<file path="src/rtl/fifo_pkg.sv">
// Shared defaults and sizing helpers for the synchronous threshold FIFO.
// Pointer/count width is one bit wider than the index so full and empty can be told apart.
package fifo_pkg;

    localparam int DEF_DATA_WIDTH = 32;
    localparam int DEF_FIFO_DEPTH = 8;

    // Accepted request decode, one bit per action taken at the next edge.
    typedef struct packed {
        logic flush;
        logic wr;
        logic rd;
    } req_t;

    function automatic int ptr_width(input int depth);
        return $clog2(depth) + 1;
    endfunction

endpackage

</file>
<file path="src/rtl/fifo_mem.sv">
// Simple dual-port storage: one write port, one registered read port.
// Latency: read data valid one edge after i_rd_en; no backpressure, caller guarantees legal accesses.
// Backpressure: none; the array itself is not reset, only the read register is.
module fifo_mem #(
    parameter int DATA_WIDTH = 32,
    parameter int DEPTH      = 8,
    parameter int AW         = $clog2(DEPTH)
) (
    input  logic                  clk,
    input  logic                  rst_n,
    input  logic                  i_wr_en,
    input  logic [AW-1:0]         i_wr_addr,
    input  logic [DATA_WIDTH-1:0] i_wr_dat,
    input  logic                  i_rd_en,
    input  logic [AW-1:0]         i_rd_addr,
    output logic [DATA_WIDTH-1:0] o_rd_dat
);

    logic [DATA_WIDTH-1:0] r_mem [DEPTH];
    logic [DATA_WIDTH-1:0] r_rd_dat;

    always_ff @(posedge clk) begin
        if (i_wr_en) begin
            r_mem[i_wr_addr] <= i_wr_dat;
        end
    end

    // Read register holds its value whenever no read is issued.
    always_ff @(posedge clk) begin
        if (!rst_n) begin
            r_rd_dat <= '0;
        end else if (i_rd_en) begin
            r_rd_dat <= r_mem[i_rd_addr];
        end
    end

    assign o_rd_dat = r_rd_dat;

endmodule

</file>
<file path="src/rtl/fifo_sync_thr.sv">
// Synchronous FIFO with almost-full/empty thresholds; sticky errors under FIFO_SYNC_ERR_FLAGS_EN.
// Latency: read data and rd_valid one edge after an accepted read; flags reflect registered state.
// Backpressure: writes rejected while full, reads rejected while empty; cs gates all requests.
module fifo_sync_thr
    import fifo_pkg::*;
#(
    parameter int DATA_WIDTH = DEF_DATA_WIDTH,
    parameter int FIFO_DEPTH = DEF_FIFO_DEPTH,
    parameter int AF_THRESH  = FIFO_DEPTH - 2,
    parameter int AE_THRESH  = 2
) (
    input  logic                              clk,
    input  logic                              rst_n,
    input  logic                              cs,
    input  logic                              wr_en,
    input  logic                              rd_en,
    input  logic                              flush,
    input  logic                              clr_err,
    input  logic [DATA_WIDTH-1:0]             data_in,
    output logic [DATA_WIDTH-1:0]             data_out,
    output logic                              rd_valid,
    output logic [ptr_width(FIFO_DEPTH)-1:0]  count,
    output logic                              full,
    output logic                              empty,
    output logic                              almost_full,
    output logic                              almost_empty,
    output logic                              overflow,
    output logic                              underflow
);

    localparam int PW = ptr_width(FIFO_DEPTH);
    localparam int AW = PW - 1;
    localparam logic [PW-1:0] PTR_ONE = PW'(1);
    localparam logic [PW-1:0] AF_LVL  = PW'(AF_THRESH);
    localparam logic [PW-1:0] AE_LVL  = PW'(AE_THRESH);

    logic [PW-1:0] r_wr_ptr;
    logic [PW-1:0] r_rd_ptr;
    logic [PW-1:0] r_count;
    logic          r_rd_valid;

    logic          w_full;
    logic          w_empty;
    req_t          w_req;

    assign w_full  = (r_wr_ptr[AW] != r_rd_ptr[AW]) &&
                     (r_wr_ptr[AW-1:0] == r_rd_ptr[AW-1:0]);
    assign w_empty = (r_wr_ptr == r_rd_ptr);

    // Flush wins over any same-cycle read or write.
    always_comb begin
        w_req       = '0;
        w_req.flush = cs & flush;
        w_req.wr    = cs & wr_en & ~w_full  & ~flush;
        w_req.rd    = cs & rd_en & ~w_empty & ~flush;
    end

    always_ff @(posedge clk) begin
        if (!rst_n) begin
            r_wr_ptr   <= '0;
            r_rd_ptr   <= '0;
            r_count    <= '0;
            r_rd_valid <= 1'b0;
        end else if (w_req.flush) begin
            r_wr_ptr   <= '0;
            r_rd_ptr   <= '0;
            r_count    <= '0;
            r_rd_valid <= 1'b0;
        end else begin
            r_rd_valid <= w_req.rd;
            if (w_req.wr) begin
                r_wr_ptr <= r_wr_ptr + PTR_ONE;
            end
            if (w_req.rd) begin
                r_rd_ptr <= r_rd_ptr + PTR_ONE;
            end
            case ({w_req.wr, w_req.rd})
                2'b10:   r_count <= r_count + PTR_ONE;
                2'b01:   r_count <= r_count - PTR_ONE;
                default: r_count <= r_count;
            endcase
        end
    end

    fifo_mem #(
        .DATA_WIDTH (DATA_WIDTH),
        .DEPTH      (FIFO_DEPTH),
        .AW         (AW)
    ) u_mem (
        .clk       (clk),
        .rst_n     (rst_n),
        .i_wr_en   (w_req.wr),
        .i_wr_addr (r_wr_ptr[AW-1:0]),
        .i_wr_dat  (data_in),
        .i_rd_en   (w_req.rd),
        .i_rd_addr (r_rd_ptr[AW-1:0]),
        .o_rd_dat  (data_out)
    );

`ifdef FIFO_SYNC_ERR_FLAGS_EN
    logic r_overflow;
    logic r_underflow;

    // A set condition outranks clr_err so a coincident error is never lost.
    always_ff @(posedge clk) begin
        if (!rst_n) begin
            r_overflow  <= 1'b0;
            r_underflow <= 1'b0;
        end else begin
            if (cs && wr_en && w_full) begin
                r_overflow <= 1'b1;
            end else if (clr_err) begin
                r_overflow <= 1'b0;
            end
            if (cs && rd_en && w_empty) begin
                r_underflow <= 1'b1;
            end else if (clr_err) begin
                r_underflow <= 1'b0;
            end
        end
    end

    assign overflow  = r_overflow;
    assign underflow = r_underflow;
`else
    logic w_unused_clr_err;
    assign w_unused_clr_err = clr_err;
    assign overflow         = 1'b0;
    assign underflow        = 1'b0;
`endif

    assign rd_valid     = r_rd_valid;
    assign count        = r_count;
    assign full         = w_full;
    assign empty        = w_empty;
    assign almost_full  = (r_count >= AF_LVL);
    assign almost_empty = (r_count <= AE_LVL);

endmodule

</file>
<file path="config.mk">
export PLATFORM = sky130hd
export DESIGN_NAME = fifo_sync_thr
export DESIGN_NICKNAME = d
export VERILOG_FILES = /design/src/rtl/fifo_pkg.sv /design/src/rtl/fifo_mem.sv /design/src/rtl/fifo_sync_thr.sv
export SDC_FILE = /design/constraint.sdc
export NUM_CORES = 1
export LEC_CHECK = 0
export BUFFER_PORTS_ARGS = -buffer_cell sky130_fd_sc_hd__buf_2
export CAP_MARGIN = 10
export CORE_MARGIN = 8
export CORE_UTILIZATION = 30
export DETAILED_ROUTE_END_ITERATION = 12
export GPL_TIMING_DRIVEN = 0
export PLACE_DENSITY = 0.53
export SYNTH_ARGS = -nofsm -noshare
export SYNTH_HDL_FRONTEND = slang
export SYNTH_SLANG_ARGS = --single-unit
</file>
<file path="constraint.sdc">
create_clock -name clk -period 5.3 [get_ports clk]
set_clock_uncertainty 0.1 [all_clocks]
set_input_delay 0 -clock clk [delete_from_list [all_inputs] [get_ports clk]]
set_output_delay 0 -clock clk [all_outputs]
set_load 0.01 [all_outputs]
</file>
==> results.toml, run 1 <==
[setup_path]
critical_path.cell_chain = "buf_4 -> xnor2_1 -> nand4_1 -> nand2_1 -> nor4b_2 -> buf_4 -> buf_4 -> buf_4"
timing.setup.critical_path_class = "flop to flop"
ff2ff_path_depth = 8
critical-path-slowest-cell = "sky130_fd_sc_hd__nor4b_2"
critPathMaxFanout = 9
critical_path.endpoint_type = "flop"
timing.rr.start = "r_rd_ptr[0]"
worst-endpoint-arrival_ns = 3.33
max_stage_delay_ns = 0.94
r2r_end = "u_mem.r_mem[1][29]"
worst_setup_path_startpoint = "r_rd_ptr[0]"
worstPathRequired_ns = 5.41
setup.reg_to_reg.worst_slack_ns = 2.08
worst_setup_path_start_kind = "flop"
timing.critical_path.mode_cell = "sky130_fd_sc_hd__buf_4"

[min_path]
worstHoldPathCells = 5
hold_path.class = "input pin to flop"
timing.hold.worst_endpoint = "r_rd_ptr[3]"
worst_hold_startpoint = "rd_en"

[yosys]
post_synth_xor_area_fraction_pct = 0.968
ys.flop_type = "sky130_fd_sc_hd__edfxtp_1"
synthSimpleGateAreaFrac_pct = 1.98
count_of_warnings_emitted_by_yosys = 0
synth_enable_flop_cells = 256
synth_fa_ha_area_share_pct = 0.718
synth_top_area_cells = "sky130_fd_sc_hd__edfxtp_1 67%, sky130_fd_sc_hd__mux4_2 13%, sky130_fd_sc_hd__dfxtp_1 7.8%"
post_synth.cell_area_avg_um2 = 19.7
compound_cell_area_share_of_the_yosys_netlist_pct = 3.98
yosysSeqAreaShare_pct = 74.6
ys_types = 41
post-synth-top-area-cell = "sky130_fd_sc_hd__edfxtp_1"
post_synth_mux_area_share_pct = 15.6
gate_count_post_synth = 583
largest_family_of_logic_cells_by_synthesized_area = "multiplexers"
number_of_register_bits_inferred_by_synthesis = 301
netlist_area_um2 = 11500
synth-async-reset-ratio_pct = 0
synth.top_cell.area_share_pct = 66.8

[drt]
vias_per_cell = 4.61
drc = 0
ant_nets_after_route = 0
drtPass1Iterations = 7
drtIter0Drc = 507
routed-via-count = 6025
post_drt_wl_per_cell_um = 20.2
detail_route.wirelength_mm = 26.4

[final_layout]
count_of_nets_after_finishing = 815
multi_input_comb_area_um2 = 2730
layout-drive-gt1-share_pct = 32.6
area_growth_syn_to_layout_pct = 25.1
post_layout_nonfiller_instances = 1307
fillCellCount = 3493
seqCellArea_um2 = 8590

[power_and_ir_drop]
power.ir.vdd_worst_mv = 0.169
power_per_cell_area_nw_per_um2 = 346
power_leakage_nw = 4.80

[global_routing]
grt_max_degree = 23
first_global_vias = 6325
antenna_found_initial = 2
grt_overflow_total = 0
global_route_wire_length_before_repair_mm = 40.6
global_route.usage.total_pct = 11.9

[clocking]
number_of_levels_the_h_tree_was_split_into = 2
clk_path_buf_depth = 3
numCtsBuffers = 34
ctsRootBufferMaster = "sky130_fd_sc_hd__clkbuf_16"
cts_resized = 0
clk_pin_slew_worst_paths_ns = 0.06
tritoncts = "built"
worstSkewPairLatency_ns = 0.50
cts.sinks = 301

[timing]
report.final.setup_viol = 0
setup_slack_ns = 2.08
setup_repair_after_global_routing_missed_its_margin = "no"
fmax_mhz = 311
final.setup.tns_ns = 0
finalHoldViolCount = 0
maxSlewHeadroom_pct = 29.6
final.hold.worst_slack_ns = 0.0452
final.period_utilization_pct = 60.8
timing.final.crit_period_ns = 3.22
timing_worst_slew_pin_value_ns = 1.05
final_number_of_max_transition_violations = 0

[die]
initial_utilization_pct = 30.5
design.die.area_um2 = 44900
core_region_area_um2 = 37800
placement_rows = 71
die_w_um = 212
io-pin-count = 82
die_height_um = 212

[placed_design]
dpl_worst_slack_ns = 2.11
hpwl_mm = 18.0
rd_place_congestion = 0.699
placement.io_buffers = 78
place.detailed.instances = 1207

[run]
timing.max_cap.violations = 0

[status]
run_status = "finished clean"
[where the power goes]
part	switching [W]	internal (W)
Combinational	0.0000696	0.0000530
Clock	0.000885	0.00140
Sequential	0.00000436	0.00258
Total	0.000959	0.00403
[registers in the layout (all words and copies together) (netlist names)]
name / cells
r_wr_ptr: 4
u_mem.r_mem: 256
rd_valid: 1
u_mem.o_rd_dat: 32
count: 4
r_rd_ptr: 4
[per-layer routing]
layer	part of all wire [%]	GRT usage (%)	vias to the layer above
li1	-	-	2736
met1	47	16.7	3127
met2	46	18.5	126
met3	5.1	2.87	36
met4	2.0	2.90	0
met5	0	0	-
[cell usage in the layout (no fill, tap or decap), drive strengths merged, types with 8 or more instances in the layout]
cell type	n
edfxtp	256
buf	140
mux4	64
clkbuf	56
dfxtp	45
a21oi	38
dlygate4sd3	38
o21ai	36
mux2i	35
nor2	9
nand2	8
clkinv	8
[worst max-delay path: cells and delay by family (launching register included)]
family / cells / cell delay, ns
simple gates: 3 / 1.41
xor+xnor: 1 / 0.14
flops: 1 / 0.34
buf+inv: 4 / 0.92
[synthesized netlist by cell type, types with 3 or more instances]
master and number:
sky130_fd_sc_hd__clkbuf_1 9, sky130_fd_sc_hd__ha_1 5, sky130_fd_sc_hd__nand4_1 3, sky130_fd_sc_hd__nor3b_1 3, sky130_fd_sc_hd__nand2_1 8, sky130_fd_sc_hd__nor2_1 9, sky130_fd_sc_hd__buf_4 9, sky130_fd_sc_hd__and2_1 3
sky130_fd_sc_hd__dfxtp_1 45, sky130_fd_sc_hd__xnor2_1 3, sky130_fd_sc_hd__nand3_1 4, sky130_fd_sc_hd__xor2_1 6, sky130_fd_sc_hd__buf_1 3, sky130_fd_sc_hd__buf_2 10, sky130_fd_sc_hd__buf_6 6, sky130_fd_sc_hd__inv_1 3
sky130_fd_sc_hd__mux2i_1 35, sky130_fd_sc_hd__mux4_2 64, sky130_fd_sc_hd__edfxtp_1 256, sky130_fd_sc_hd__a21oi_1 38, sky130_fd_sc_hd__o21ai_1 34
[logic make-up (layout without fill, tap and decap cells)]
group,count (synthesis),after routing
AO/OA/AOI/OAI,82,82
XOR/XNOR,11,11
adder cells (fa/ha/maj),6,6
buffers and inverters,41,251
flip-flops,301,301
multiplexers,99,99
other,1,4
AND/OR/NAND/NOR,42,42
[final cells by class]
type	instances	area share, %
antenna	2	0.0348
buffer	37	1.60
clock buffer	47	6.60
clock inverter	13	0.956
inverter	4	0.104
multi-input combinational	242	18.9
sequential	301	59.7
tap	511	4.44
timing repair buffer	150	7.68
[worst max path at each step]
stage          depth (start not counted)  slack (ns)                  to
2_1_floorplan                          5        0.32   u_mem.r_mem[1][0]
3_3_place_gp                           5       -3.98   u_mem.r_mem[2][4]
3_5_place_dp                           8        2.11  u_mem.r_mem[1][29]
4_1_cts                                8        2.07   u_mem.r_mem[1][1]
5_1_grt                                8        1.95   u_mem.r_mem[1][1]
6_report                               8        2.08  u_mem.r_mem[1][29]
[per-stage QoR]
step	total power, W	cell area (um2)	util (%)
global placement	0.00273	12500	33.2
detailed placement	0.00273	12900	34.2
global route	0.00516	14400	38.1
CTS	0.00505	14400	38.1
finish	0.00499	14400	38.1
floorplan	0.00267	11500	-
[repair_timing]
item                       in CTS  in global routing
hold endpoints to repair      267                  0
setup endpoints to repair       0                  0
hold buffers                   38                  0
buffers inserted                0                  0
Note: power is estimated with default switching activity, not from simulation.
==> run 2: changes to the inputs <==
ABC_AREA = 1   (was not set)
PLACE_DENSITY = 0.51   (was 0.53)
clock period = 3.25 ns   (was 5.3 ns; I/O delays follow)
==> run 2 against run 1 <==
Net effect: hold slack improved by 0.17 ns; design area rose by 5.1%; global-route usage rose by 1.8 points; via count rose by 40%; utilization fell by 0.99 points; synthesized cell count rose by 100%; clock power rose by 64%; largest power group unchanged.
==> results.toml, run 2 <==
[status]
run_status = "finished clean"

[die]
die_height_um = 219
initial_utilization_pct = 30.3
design.die.area_um2 = 47900
placement_rows = 74
core_region_area_um2 = 40700
io-pin-count = 82
die_w_um = 219

[final_layout]
seqCellArea_um2 = 8590
count_of_nets_after_finishing = 1385
most_frequent_standard_cell_in_the_layout_excluding_fill_and_tap_cells = "sky130_fd_sc_hd__nor2_1"
regMostFlops = "u_mem.r_mem"
fillCellCount = 4097
area_growth_syn_to_layout_pct = 22.7
layout_common_cells = "301 x sky130_fd_sc_hd__nor2_1, 256 x sky130_fd_sc_hd__edfxtp_1, 231 x sky130_fd_sc_hd__nand2_1, 140 x sky130_fd_sc_hd__o21ai_0, 98 x sky130_fd_sc_hd__buf_2"
insertedDiodeCount = 0
layout-drive-gt1-share_pct = 14.8
multi_input_comb_area_um2 = 3240
final_core_util_pct = 37.1
largest_reg_flops = 256

[setup_path]
setup.reg_to_reg.worst_slack_ns = 0.22
worstPathRequired_ns = 3.54
timing.setup.critical_path_class = "flop to flop"
worst-endpoint-arrival_ns = 3.32
critPathMaxFanout = 10
timing.rr.start = "r_rd_ptr[1]"
r2r_end = "count[3]"
critical_path.endpoint_type = "flop"
worst_setup_path_start_kind = "flop"
ff2ff_path_depth = 18

[placed_design]
dpl_worst_slack_ns = 0.209
hpwl_mm = 22.1
rd_place_congestion = 0.779
placement.io_buffers = 77

[min_path]
worst_hold_startpoint = "data_in[22]"
timing.hold.worst_endpoint = "u_mem.r_mem[6][22]"
worstHoldPathCells = 2
hold_path.class = "input pin to flop"

[timing]
final_number_of_max_transition_violations = 0
timing_worst_slew_pin_value_ns = 0.903
timing.final.crit_period_ns = 3.03
report.final.setup_viol = 0
final.period_utilization_pct = 93.2
setup_slack_ns = 0.222
fmax_mhz = 330
final.hold.worst_slack_ns = 0.212
setup_repair_after_global_routing_missed_its_margin = "no"
finalHoldViolCount = 0
maxSlewHeadroom_pct = 39.7

[yosys]
gate_count_post_synth = 1171
yosysSeqAreaShare_pct = 69.6
synth.top_cell.area_share_pct = 62.3
count_of_warnings_emitted_by_yosys = 0
ys_types = 34
yosysMostFrequentCell = "sky130_fd_sc_hd__nor2_1"
synth_enable_flop_cells = 256
synth_top_area_cells = "sky130_fd_sc_hd__edfxtp_1 62%, sky130_fd_sc_hd__nor2_1 9.3%, sky130_fd_sc_hd__dfxtp_1 7.3%"
post_synth.cell_area_avg_um2 = 10.5
synth-async-reset-ratio_pct = 0
post-synth-top-area-cell = "sky130_fd_sc_hd__edfxtp_1"
netlist_area_um2 = 12300
number_of_register_bits_inferred_by_synthesis = 301
synthTopCellsByCount = "305 x sky130_fd_sc_hd__nor2_1, 256 x sky130_fd_sc_hd__edfxtp_1, 231 x sky130_fd_sc_hd__nand2_1"
ys.flop_type = "sky130_fd_sc_hd__edfxtp_1"

[global_routing]
first_global_vias = 8419
grt_overflow_total = 0
global_route_wire_length_before_repair_mm = 50.7
grt_max_degree = 33
antenna_found_initial = 1
global_route.usage.total_pct = 13.8

[clocking]
tritoncts = "built"
postCtsSetupBuffers = 0
number_of_levels_the_h_tree_was_split_into = 2
worstSkewPairLatency_ns = 0.51
cts_resized = 0
clk_pin_slew_worst_paths_ns = 0.06
clk_path_buf_depth = 3
cts.sinks = 301
ctsRootBufferMaster = "sky130_fd_sc_hd__clkbuf_16"
numCtsBuffers = 35

[drt]
post_drt_wl_per_cell_um = 17.3
routed-via-count = 8461
detail_route.wirelength_mm = 32.8
drtPass1Iterations = 5
drtIter0Drc = 579
vias_per_cell = 4.46
ant_nets_after_route = 0
drc = 0

[power_and_ir_drop]
power.ir.vdd_worst_mv = 0.272
power_leakage_nw = 5.90
power_per_cell_area_nw_per_um2 = 546

[run]
timing.max_cap.violations = 0
-- run 2: worst max-delay path by stage --
stage / start / to / slack, ns / depth (start not counted)
2_1_floorplan: r_rd_ptr[0] / u_mem.r_mem[4][0] / -0.64 / 8
5_1_grt: r_rd_ptr[1] / count[3] / 0.03 / 18
3_5_place_dp: r_rd_ptr[1] / count[3] / 0.21 / 18
4_1_cts: r_rd_ptr[1] / count[3] / 0.19 / 18
6_report: r_rd_ptr[1] / count[3] / 0.22 / 18
3_3_place_gp: r_rd_ptr[1] / u_mem.r_mem[4][3] / -3.20 / 8
-- run 2: power breakdown --
group	internal, W	leakage (nW)	total [W]	switching, W
logic	0.000112	2.69	0.000308	0.000196
registers	0.00421	2.67	0.00422	0.0000107
clock network	0.00220	0.538	0.00373	0.00153
total	0.00653	5.90	0.00826	0.00173
-- run 2: routing by layer --
layer	global-route usage (%)	share of wire, %	vias to the layer above
met5	0	0	-
met3	2.02	4.3	41
met4	3.49	2.0	0
met2	23.2	48	189
met1	18.4	46	3998
li1	-	-	4233
-- run 2: what timing repair did --
action,4_1_cts,5_1_grt
setup endpoints to repair,0,0
hold buffers,40,0
endpoints found under the hold margin,270,0
-- run 2: final cells by class --
class,count,share of cell area (%)
Sequential cell,301,56.8
Buffer,63,2.12
Clock inverter,15,0.711
Inverter,60,1.51
Multi-Input combinational cell,748,21.4
Clock buffer,48,6.51
Tap cell,532,4.40
Timing Repair Buffer,131,6.56
-- run 2: worst max-delay path: stages (launching register included) --
cell and delay [ns]:
sky130_fd_sc_hd__dfxtp_1 0.34, sky130_fd_sc_hd__buf_4 0.19, sky130_fd_sc_hd__inv_2 0.12, sky130_fd_sc_hd__nand2_1 0.08, sky130_fd_sc_hd__nand2_1 0.10, sky130_fd_sc_hd__a21oi_4 0.15
sky130_fd_sc_hd__nand2_4 0.10, sky130_fd_sc_hd__nand3_4 0.13, sky130_fd_sc_hd__buf_6 0.18, sky130_fd_sc_hd__buf_8 0.16, sky130_fd_sc_hd__inv_1 0.05, sky130_fd_sc_hd__ha_1 0.25
sky130_fd_sc_hd__ha_1 0.35, sky130_fd_sc_hd__nand2_1 0.07, sky130_fd_sc_hd__nor2_1 0.11, sky130_fd_sc_hd__nor2_1 0.06, sky130_fd_sc_hd__and2_1 0.13, sky130_fd_sc_hd__o21ai_0 0.15
sky130_fd_sc_hd__a21oi_1 0.08
-- run 2: cell families (layout without fill, tap and decap cells) --
| family | after synthesis | in the layout | share of synthesized area [%] |
|---|---|---|---|
| AO/OA/AOI/OAI | 168 | 168 | 6.93 |
| other | 1 | 2 | 0.0304 |
| buffers and inverters | 123 | 317 | 4.45 |
| XOR/XNOR | 2 | 2 | 0.142 |
| AND/OR/NAND/NOR | 570 | 570 | 18.1 |
| flip-flops | 301 | 301 | 69.6 |
| adder cells (fa/ha/maj) | 6 | 6 | 0.670 |
-- run 2: stage by stage --
stage | TNS (ns) | power [W] | instances | cell area [um2]
3_5_place_dp | 0 | 0.00458 | 1795 | 13600
6_report | 0 | 0.00826 | 1898 | 15100
4_1_cts | 0 | 0.00836 | 1898 | 15100
5_1_grt | 0 | 0.00854 | 1898 | 15100
3_3_place_gp | -452.54 | 0.00457 | 1781 | 13400
2_1_floorplan | -61.04 | 0.00445 | 1172 | 12300
==> run 3: changes to the inputs <==
ABC_CLOCK_PERIOD_IN_PS = 3250   (was not set)
PLACE_DENSITY = not set   (was 0.51)
PLACE_DENSITY_LB_ADDON = 0.08   (was not set)
SYNTH_HIERARCHICAL = 1   (was not set)
==> run 3 against run 2 <==
Net effect: register-to-register slack improved by 0.12 ns; fmax rose by 4.1%; clock power rose by 12%; sequential share of layout area is 3.0 points lower; critical endpoint is now u_mem/o_rd_dat[22]; largest power group unchanged; highest routed layer is now met5.
==> results.toml, run 3 <==
[yosys]
number_of_register_bits_inferred_by_synthesis = 301
yosysSeqAreaShare_pct = 66.3
synthTopCellsByCount = "325 x sky130_fd_sc_hd__nand2_1, 293 x sky130_fd_sc_hd__inv_1, 256 x sky130_fd_sc_hd__edfxtp_1"
synth_top_area_cells = "sky130_fd_sc_hd__edfxtp_1 59%, sky130_fd_sc_hd__nand2_1 9.4%, sky130_fd_sc_hd__inv_1 8.5%"
post_synth_xor_area_fraction_pct = 0.203
ys.flop_type = "sky130_fd_sc_hd__edfxtp_1"
netlist_area_um2 = 13000
synth-async-reset-ratio_pct = 0
largest_family_of_logic_cells_by_synthesized_area = "simple AND/OR/NAND/NOR gates"
gate_count_post_synth = 1311
synth_fa_ha_area_share_pct = 0.637
yosysMostFrequentCell = "sky130_fd_sc_hd__nand2_1"
count_of_warnings_emitted_by_yosys = 6
post-synth-top-area-cell = "sky130_fd_sc_hd__edfxtp_1"
post_synth_mux_area_share_pct = 0
compound_cell_area_share_of_the_yosys_netlist_pct = 2.86
post_synth.cell_area_avg_um2 = 9.88
synthSimpleGateAreaFrac_pct = 19.2
synth_enable_flop_cells = 256
ys_types = 25
synth.top_cell.area_share_pct = 59.3

[setup_path]
max_stage_delay_ns = 0.67
timing.rr.start = "r_wr_ptr[2]"
worst-endpoint-arrival_ns = 3.26
worstPathRequired_ns = 3.60
critical_path.endpoint_type = "flop"
critPathMaxFanout = 10
critical_path.cell_chain = "inv_2 -> nand2_2 -> nand2_4 -> inv_2 -> nor2_4 -> nand2_4 -> nand3_4 -> inv_1 -> clkdlybuf4s15_1 -> clkbuf_1 -> o21ai_0 -> a21oi_1"
worst_setup_path_startpoint = "r_wr_ptr[2]"
worst_setup_path_start_kind = "flop"
critical-path-slowest-cell = "sky130_fd_sc_hd__clkdlybuf4s15_1"
timing.setup.critical_path_class = "flop to flop"

[die]
io-pin-count = 82
design.die.area_um2 = 50100
die_w_um = 224
initial_utilization_pct = 30.2
die_height_um = 224
placement_rows = 76
core_region_area_um2 = 42900

[drt]
drtPass1Iterations = 5
detail_route.wirelength_mm = 38.3
routed-via-count = 9012
ant_nets_after_route = 0
drtIter0Drc = 613
drc = 0
vias_per_cell = 4.30
post_drt_wl_per_cell_um = 18.3

[timing]
setup_repair_after_global_routing_missed_its_margin = "no"
maxSlewHeadroom_pct = 32.1
timing_worst_slew_pin_value_ns = 1.02
final.setup.tns_ns = 0
final_number_of_max_transition_violations = 0
report.final.setup_viol = 0
fmax_mhz = 344
finalHoldViolCount = 0
timing.final.crit_period_ns = 2.91
final.period_utilization_pct = 89.5

[clocking]
worstSkewPairLatency_ns = 0.53
ctsRootBufferMaster = "sky130_fd_sc_hd__clkbuf_16"
number_of_levels_the_h_tree_was_split_into = 2
tritoncts = "built"
numCtsBuffers = 38
cts.sinks = 301
clk_path_buf_depth = 3
clk_pin_slew_worst_paths_ns = 0.06

[final_layout]
insertedDiodeCount = 0
area_growth_syn_to_layout_pct = 23.3
most_frequent_standard_cell_in_the_layout_excluding_fill_and_tap_cells = "sky130_fd_sc_hd__nand2_1"
count_of_nets_after_finishing = 1525
post_layout_nonfiller_instances = 2095
regMostFlops = "u_mem/r_mem"
fillCellCount = 4270
layout_common_cells = "325 x sky130_fd_sc_hd__nand2_1, 293 x sky130_fd_sc_hd__inv_1, 256 x sky130_fd_sc_hd__edfxtp_1, 199 x sky130_fd_sc_hd__nand3_1, 114 x sky130_fd_sc_hd__buf_2"
largest_reg_flops = 256
layout-drive-gt1-share_pct = 13.2

[global_routing]
grt_overflow_total = 0
first_global_vias = 8885
global_route_wire_length_before_repair_mm = 57.0
global_route.usage.total_pct = 15.3
grt_max_degree = 22
antenna_found_initial = 2

[min_path]
hold_path.class = "input pin to flop"
worst_hold_startpoint = "data_in[27]"

[power_and_ir_drop]
design_power_total_w = 0.00870
power_per_cell_area_nw_per_um2 = 545
power.ir.vdd_worst_mv = 0.288
power_leakage_nw = 6.97

[status]
run_status = "finished clean"

[placed_design]
placement.io_buffers = 78
hpwl_mm = 24.1
place.detailed.instances = 1983
rd_place_congestion = 0.714

[run]
timing.max_cap.violations = 0
## run 3: changes by cell type after synthesis, moves of 23 or more
cell | before | now
sky130_fd_sc_hd__nand3_1 | 7 | 199
sky130_fd_sc_hd__o21ai_1 | 23 | 0
sky130_fd_sc_hd__inv_1 | 55 | 293
sky130_fd_sc_hd__a21oi_1 | 3 | 35
sky130_fd_sc_hd__o21ai_0 | 140 | 34
sky130_fd_sc_hd__nor2_1 | 305 | 27
sky130_fd_sc_hd__nand2_1 | 231 | 325
## run 3: path summary, 6_finish.rpt
| kind | end | slack [ns] | depth (start not counted) |
|---|---|---|---|
| max | u_mem/o_rd_dat[22] | 0.34 | 12 |
| max reg2reg | u_mem/o_rd_dat[22] | 0.34 | 12 |
| min reg2reg | count[0] | 0.41 | 2 |
| min | u_mem/r_mem[0][27] | 0.19 | 2 |
## run 3: what timing repair did
| item | in CTS | in global routing |
|---|---|---|
| resized for setup | 0 | 1 |
| hold buffers | 42 | 0 |
| setup endpoints to repair | 0 | 1 |
| buffers inserted | 0 | 0 |
| hold endpoints to repair | 271 | 0 |
## run 3: cells by family (layout without fill, tap and decap cells)
logic type,after synthesis,in the layout
compound gates,72,72
xor+xnor,3,3
fa+ha+maj,6,6
buf+inv,359,557
flops,301,301
other cells,1,2
simple gates,569,569
## run 3: final cells by class
cell class / count / area [um2] / area share, %
Buffer: 60 / 284 / 1.78
Clock buffer: 59 / 1110 / 6.97
Clock inverter: 11 / 124 / 0.775
Inverter: 299 / 1120 / 7.02
Multi-Input combinational cell: 652 / 3030 / 19.0
Sequential cell: 301 / 8590 / 53.8
Tap cell: 585 / 732 / 4.58
Timing Repair Buffer: 128 / 978 / 6.12
## run 3: metrics by stage
step           utilization (%)  cell area [um2]  hold slack [ns]  setup WS [ns]
4_1_cts                   37.2            16000            0.171          0.252
6_report                  37.3            16000            0.194          0.341
3_3_place_gp              32.8            14100            0.183          -1.78
5_1_grt                   37.3            16000            0.201        0.00903
2_1_floorplan                -            13000         -0.00113          0.331
3_5_place_dp              33.4            14300            0.189          0.237
## run 3: where the power goes
part           switching (W)  total (W)  internal [W]
Combinational       0.000197   0.000305      0.000109
Clock                0.00158    0.00417       0.00259
Sequential         0.0000115    0.00423       0.00422
## run 3: per-layer routing
metal,wire length [um],GRT usage [%]
met1,17300,20.0
met2,18500,26.0
met3,1840,2.63
met4,648,3.67
met5,13,0
## run 3: critical path: cells and delay by family (launching register included)
| family | cells | cell delay (ns) |
|---|---|---|
| and+or+nand+nor | 5 | 0.39 |
| AOI/OAI and AO/OA | 2 | 0.35 |
| DFF | 1 | 0.48 |
| buffers and inverters | 5 | 1.49 |
